### src/rtl/ddr_rd_arbiter.sv
// Round-robin read arbiter: NUM_REQ requesters share one AXI read master, with
// in-order tag FIFO routing of R beats. Define DDR_RD_ARB_PERF_EN for burst counters.
module ddr_rd_arbiter #(
  parameter int NUM_REQ         = 2,
  parameter int ADDR_WIDTH      = 32,
  parameter int DATA_WIDTH      = 32,
  parameter int MAX_OUTSTANDING = 4,
  parameter int BURST_LEN       = 64
) (
  input  logic                          axi_aclk,
  input  logic                          axi_aresetn,
  input  logic [NUM_REQ*ADDR_WIDTH-1:0] req_araddr,
  input  logic [NUM_REQ-1:0]            req_arvalid,
  output logic [NUM_REQ-1:0]            req_arready,
  output logic [DATA_WIDTH-1:0]         req_rdata,
  output logic [NUM_REQ-1:0]            req_rvalid,
  output logic [NUM_REQ-1:0]            req_rlast,
  input  logic [NUM_REQ-1:0]            req_rready,
  output logic [ADDR_WIDTH-1:0]         m_axi_araddr,
  output logic                          m_axi_arvalid,
  output logic [7:0]                    m_axi_arlen,
  output logic [2:0]                    m_axi_arsize,
  output logic [1:0]                    m_axi_arburst,
  input  logic                          m_axi_arready,
  input  logic [DATA_WIDTH-1:0]         m_axi_rdata,
  input  logic                          m_axi_rvalid,
  input  logic                          m_axi_rlast,
  output logic                          m_axi_rready
`ifdef DDR_RD_ARB_PERF_EN
  ,
  output logic [NUM_REQ*16-1:0]         perf_bursts
`endif
);

  localparam int IDX_W = (NUM_REQ > 1) ? $clog2(NUM_REQ) : 1;
  localparam int PTR_W = (MAX_OUTSTANDING > 1) ? $clog2(MAX_OUTSTANDING) : 1;
  localparam int CNT_W = $clog2(MAX_OUTSTANDING + 1);

  localparam logic [7:0]       ARLEN    = 8'(BURST_LEN - 1);
  localparam logic [2:0]       ARSIZE   = 3'($clog2(DATA_WIDTH / 8));
  localparam logic [1:0]       ARBURST  = 2'b01;
  localparam logic [CNT_W-1:0] FULL_CNT = CNT_W'(MAX_OUTSTANDING);
  localparam logic [PTR_W-1:0] LAST_PTR = PTR_W'(MAX_OUTSTANDING - 1);

  typedef enum logic [0:0] {
    ST_IDLE  = 1'b0,
    ST_ISSUE = 1'b1
  } state_t;

  state_t                  r_state;
  state_t                  w_state_nxt;
  logic [ADDR_WIDTH-1:0]   r_araddr;
  logic [ADDR_WIDTH-1:0]   w_araddr_nxt;
  logic [IDX_W-1:0]        r_winner;
  logic [IDX_W-1:0]        w_winner_nxt;
  logic [IDX_W-1:0]        r_last_grant;
  logic [IDX_W-1:0]        w_last_grant_nxt;
  logic [IDX_W-1:0]        w_rr_cand;
  logic [IDX_W-1:0]        w_rr_idx;
  logic                    w_rr_found;

  logic [IDX_W-1:0]        r_tag_mem [MAX_OUTSTANDING];
  logic [PTR_W-1:0]        r_wr_ptr;
  logic [PTR_W-1:0]        r_rd_ptr;
  logic [CNT_W-1:0]        r_count;
  logic                    w_full;
  logic                    w_empty;
  logic                    w_push;
  logic                    w_pop;
  logic [IDX_W-1:0]        w_head;

  function automatic logic [PTR_W-1:0] ptr_inc(input logic [PTR_W-1:0] p);
    ptr_inc = (p == LAST_PTR) ? {PTR_W{1'b0}} : p + PTR_W'(1);
  endfunction

  assign m_axi_arlen   = ARLEN;
  assign m_axi_arsize  = ARSIZE;
  assign m_axi_arburst = ARBURST;
  assign m_axi_araddr  = r_araddr;
  assign m_axi_arvalid = (r_state == ST_ISSUE);

  // Full is taken from the registered count, so a pop in the same cycle never unblocks IDLE.
  assign w_full  = (r_count == FULL_CNT);
  assign w_empty = (r_count == {CNT_W{1'b0}});
  assign w_head  = r_tag_mem[r_rd_ptr];
  assign w_pop   = m_axi_rvalid & m_axi_rready & m_axi_rlast;

  // Round-robin pick; scanning from the far end lets the nearest candidate after last_grant win.
  always_comb begin
    w_rr_idx   = {IDX_W{1'b0}};
    w_rr_cand  = {IDX_W{1'b0}};
    w_rr_found = |req_arvalid;
    for (int k = NUM_REQ - 1; k >= 0; k--) begin
      w_rr_cand = IDX_W'((int'(r_last_grant) + 1 + k) % NUM_REQ);
      w_rr_idx  = req_arvalid[w_rr_cand] ? w_rr_cand : w_rr_idx;
    end
  end

  // AR FSM next-state and handshake outputs.
  always_comb begin
    w_state_nxt      = r_state;
    w_araddr_nxt     = r_araddr;
    w_winner_nxt     = r_winner;
    w_last_grant_nxt = r_last_grant;
    w_push           = 1'b0;
    req_arready      = {NUM_REQ{1'b0}};
    case (r_state)
      ST_IDLE: begin
        if (w_rr_found && !w_full) begin
          w_state_nxt  = ST_ISSUE;
          w_winner_nxt = w_rr_idx;
          w_araddr_nxt = req_araddr[int'(w_rr_idx)*ADDR_WIDTH +: ADDR_WIDTH];
        end else begin
          w_state_nxt = ST_IDLE;
        end
      end
      ST_ISSUE: begin
        if (m_axi_arready) begin
          w_push                = 1'b1;
          req_arready[r_winner] = 1'b1;
          w_last_grant_nxt      = r_winner;
          w_state_nxt           = ST_IDLE;
        end else begin
          w_state_nxt = ST_ISSUE;
        end
      end
      default: begin
        w_state_nxt = ST_IDLE;
      end
    endcase
  end

  // AR FSM state and captured request.
  always_ff @(posedge axi_aclk or negedge axi_aresetn) begin
    if (!axi_aresetn) begin
      r_state      <= ST_IDLE;
      r_araddr     <= {ADDR_WIDTH{1'b0}};
      r_winner     <= {IDX_W{1'b0}};
      r_last_grant <= IDX_W'(NUM_REQ - 1);
    end else begin
      r_state      <= w_state_nxt;
      r_araddr     <= w_araddr_nxt;
      r_winner     <= w_winner_nxt;
      r_last_grant <= w_last_grant_nxt;
    end
  end

  // In-order tag FIFO: one entry per issued burst, retired on the burst's last beat.
  always_ff @(posedge axi_aclk or negedge axi_aresetn) begin
    if (!axi_aresetn) begin
      r_wr_ptr <= {PTR_W{1'b0}};
      r_rd_ptr <= {PTR_W{1'b0}};
      r_count  <= {CNT_W{1'b0}};
      for (int i = 0; i < MAX_OUTSTANDING; i++) begin
        r_tag_mem[i] <= {IDX_W{1'b0}};
      end
    end else begin
      if (w_push) begin
        r_tag_mem[r_wr_ptr] <= r_winner;
        r_wr_ptr            <= ptr_inc(r_wr_ptr);
      end
      if (w_pop) begin
        r_rd_ptr <= ptr_inc(r_rd_ptr);
      end
      case ({w_push, w_pop})
        2'b10:   r_count <= r_count + CNT_W'(1);
        2'b01:   r_count <= r_count - CNT_W'(1);
        default: r_count <= r_count;
      endcase
    end
  end

  assign req_rdata = m_axi_rdata;

  // R path: steer valid/last to the head requester and take ready from it.
  always_comb begin
    req_rvalid   = {NUM_REQ{1'b0}};
    req_rlast    = {NUM_REQ{1'b0}};
    m_axi_rready = 1'b0;
    if (!w_empty) begin
      req_rvalid[w_head] = m_axi_rvalid;
      req_rlast[w_head]  = m_axi_rlast;
      m_axi_rready       = req_rready[w_head];
    end else begin
      m_axi_rready = 1'b0;
    end
  end

`ifdef DDR_RD_ARB_PERF_EN
  logic [15:0] r_perf_cnt [NUM_REQ];

  // Completed-burst counters, wrapping at 2^16.
  always_ff @(posedge axi_aclk or negedge axi_aresetn) begin
    if (!axi_aresetn) begin
      for (int i = 0; i < NUM_REQ; i++) begin
        r_perf_cnt[i] <= 16'd0;
      end
    end else if (w_pop) begin
      r_perf_cnt[w_head] <= r_perf_cnt[w_head] + 16'd1;
    end
  end

  for (genvar g = 0; g < NUM_REQ; g++) begin : g_perf
    assign perf_bursts[g*16 +: 16] = r_perf_cnt[g];
  end
`endif

endmodule

### config.mk
export PLATFORM = sky130hd
export DESIGN_NAME = ddr_rd_arbiter
export DESIGN_NICKNAME = d
export VERILOG_FILES = /design/src/rtl/ddr_rd_arbiter.sv
export SDC_FILE = /design/constraint.sdc
export NUM_CORES = 1
export LEC_CHECK = 0
export BUFFER_PORTS_ARGS = -buffer_cell sky130_fd_sc_hd__buf_2
export CORE_ASPECT_RATIO = 0.8
export CORE_MARGIN = 2
export CORE_UTILIZATION = 41
export DETAILED_ROUTE_END_ITERATION = 10
export PLACE_DENSITY = 0.86
export SLEW_MARGIN = 20
export SYNTH_ARGS = -nofsm -noshare
export SYNTH_HDL_FRONTEND = slang
export SYNTH_SLANG_ARGS = --single-unit
### constraint.sdc
create_clock -name axi_aclk -period 2.63 [get_ports axi_aclk]
set_input_delay 0.1315 -clock axi_aclk [delete_from_list [all_inputs] [get_ports axi_aclk]]
set_output_delay 0.1315 -clock axi_aclk [all_outputs]
set_load 0.01 [all_outputs]
==> results.tsv <==
metric	value	unit
H-tree depth	2	
DR top layer	met4	
Seq pwr share	0.390	
layout cells sized above 1	0.4179	
Yosys reg bits	46	
GRT Total Usage	0.1564	
clock skew	0.007340	ns
critical path fanouts, max	4	
Gate Count Post-Synth	253	
die height	74.90	microns
Cell Area, Placed	2958	sq um
number of remaining DRC errors	0	
Slew HR	0.5140	
Detail Placement HPWL	4137	microns
P_sw	1291	uW
vias in the first global route	1849	
Worst Hold Slack	0.1392	ns
DRT antenna net count	0	
initial core utilization	0.4290	
Startpoint Class	flip-flop	
Crit. Startpoint	r_rd_ptr[0]	
final instance area	3102	sq um
YS warnings	0	
synthesized area	2576	sq um
I/O pins	190	
max cap viols	0	
Worst Path Required	2.85	ns
cell area power density	1082	nW/um^2
overall power	3357	uW
Final min period	2.483	ns
period utilization	0.9441	
# rows	25	
port bufs	112	
Cell variety after synth	28	
post-DR wirelength/cell	13.01	microns
met2 wire len	2589	microns
Final Max Tran Viols	0	
Clk Latency, worst-skew pair	0.29	ns
RR Endpoint	r_count[2]	
final core utilization	0.5165	
CTS tree	done	
HP Class	input pin to flip-flop	
cell accounting for the most synthesized area	dfrtp_1	
Clock power frac	0.152	
Root Buffer	clkbuf_8	
Logic pwr share	0.458	
syn avg cell area	10.18	sq um
met3 wire len	479	microns
synth top area cells	dfrtp_1 (44%), mux2i_1 (13%), buf_4 (13%)	
global-route wire length before repair	8424	microns
Crit Path Category	flip-flop to flip-flop	
switching fraction of total power	0.3844	
worst vdd ir	0.4522	mV
Met1 Wirelength	2268	microns
Final Setup Violations	0	
nets@finish	446	
crit path capture type	flip-flop	
reg2reg start	r_rd_ptr[0]	
antenna violations before repair	0	
fmax	402.8	MHz
critical path endpoint	r_count[2]	
vias	1979	
worst hold start	req_araddr[9]	
CTS buffer count	5	
die area	6938	sq um
status	finished, final reports clean	
global route total overflow	0	
CORE AREA	6006	sq um
P_int	2066	uW
Seq/Total Area, Yosys	0.4473	
DR iter-0 viols	33	
Hold Fails Final Rpt	0	
actual slew at the worst max-slew pin	0.7272	ns
area grow syn2layout	20.40	%
Via density	4.757	
Yosys top cell area share	0.4371	
Die W	92.63	microns
routability cong.	0.7288	
worst r2r path cells	9	
Reg clk slew, reported paths	0.08	ns
Worst R2R Setup Slack	0.15	ns
Clock Tree Buf Depth	2	
CTS sink count	46	
largest net degree at the start of global routing	47	
static leakage	0.001590	uW
First-pass DRT Iterations	4	
Worst Path Arrival	2.70	ns
diodes inserted	0	
wirelength, routed	5411	microns
## state kept, by name, indices dropped and copies added (netlist names)
register,flops
m_axi_araddr,32
r_tag_mem,4
r_count,3
r_rd_ptr,2
r_wr_ptr,2
m_axi_arvalid,1
r_last_grant,1
r_winner,1
## worst min path at each step
stage	to	cells past startpoint
after floorplan	m_axi_araddr[0]	0
after global placement	req_rdata[11]	0
after detailed placement	req_rdata[11]	0
after CTS	r_tag_mem[3]	1
after global routing	m_axi_araddr[12]	3
final	m_axi_araddr[9]	3
## stage by stage
step / cells / setup slack, ns / setup TNS, ns
2_1_floorplan: 264 / 0.2024 / 0
3_3_place_gp: 404 / 0.1872 / 0
3_5_place_dp: 404 / 0.1059 / 0
4_1_cts: 412 / 0.08963 / 0
5_1_grt: 416 / -0.01921 / -0.01921
6_report: 416 / 0.1471 / 0
## what timing repair did
item                                    CTS  global route
hold endpoints to repair                  0            45
hold buffers                              0             1
resized for setup                         0             1
setup buffers                             0             3
endpoints found under the setup margin    0             1
## layout make-up
cell class	instances	area (sq um)
fill	540	2904
sequential	46	1152
multi-input combinational	155	1081
timing repair buffer	120	638.1
tap	81	101.3
clock buffer	7	76.32
clock inverter	1	30.03
inverter	6	22.52
## critical path: stages, from the launching register on
cell     delay [ns]
dfrtp_1        0.41
mux4_2         0.56
mux2i_1        0.17
nor3b_2        0.23
ha_2           0.22
inv_1          0.05
fa_1           0.36
xor2_1         0.15
nor2_1         0.12
xor2_1         0.15
## layout by cell type, fill, tap and decap left out, types with 2 or more instances in the layout
cell type,synthesis,routed
a21o_1,3,3
a21oi_1,32,32
and3_2,2,2
buf_2,8,111
buf_4,45,7
clkbuf_1,4,2
clkbuf_8,0,5
conb_1,2,13
dfrtp_1,45,45
ha_1,6,5
inv_1,6,6
mux2_1,2,2
mux2_2,6,6
mux2i_1,34,34
nand2_1,3,3
nand3_1,4,4
nor2_1,38,38
xor2_1,2,2
## synth_stat cells (all sizes together)
cell	n
conb	2
ha	6
mux2i	34
nand2	3
clkbuf	4
nor3	1
a311oi	1
a21o	3
mux2	8
xnor2	1
a21boi	1
nor3b	1
and2b	1
inv	6
or3	1
and3	3
fa	1
dfrtp	45
mux4	1
nor2	38
nand3	4
buf	53
a21oi	32
xor2	2
dfstp	1
## power groups by stage
stage / logic [uW] / registers (uW) / clock network, uW
global placement: 1460 / 1300 / 0
CTS: 1520 / 1310 / 532
global route: 1720 / 1360 / 564
detailed placement: 1520 / 1310 / 0
floorplan: 931 / 1380 / 0
finish: 1540 / 1310 / 509
## metal layers
| layer | GRT usage | vias to the layer above |
|---|---|---|
| met3 | 0.05506 | 13 |
| met4 | 0.05392 | 0 |
| met2 | 0.2685 | 105 |
| li1 | - | 949 |
| met5 | 0 | - |
| met1 | 0.1875 | 912 |
## logic make-up (layout without fill, tap and decap cells)
group | Yosys count | in the layout | synth area share
XOR/XNOR | 3 | 3 | 0.01020
AND/OR/NAND/NOR | 52 | 52 | 0.08839
buffers and inverters | 63 | 134 | 0.1612
flip-flops | 46 | 46 | 0.4473
adder cells (fa/ha/maj) | 7 | 7 | 0.03691
AO/OA/AOI/OAI | 37 | 37 | 0.07722
other | 2 | 13 | 0.002915
multiplexers | 43 | 43 | 0.1758
No activity file was read; power rests on OpenSTA's default activity.
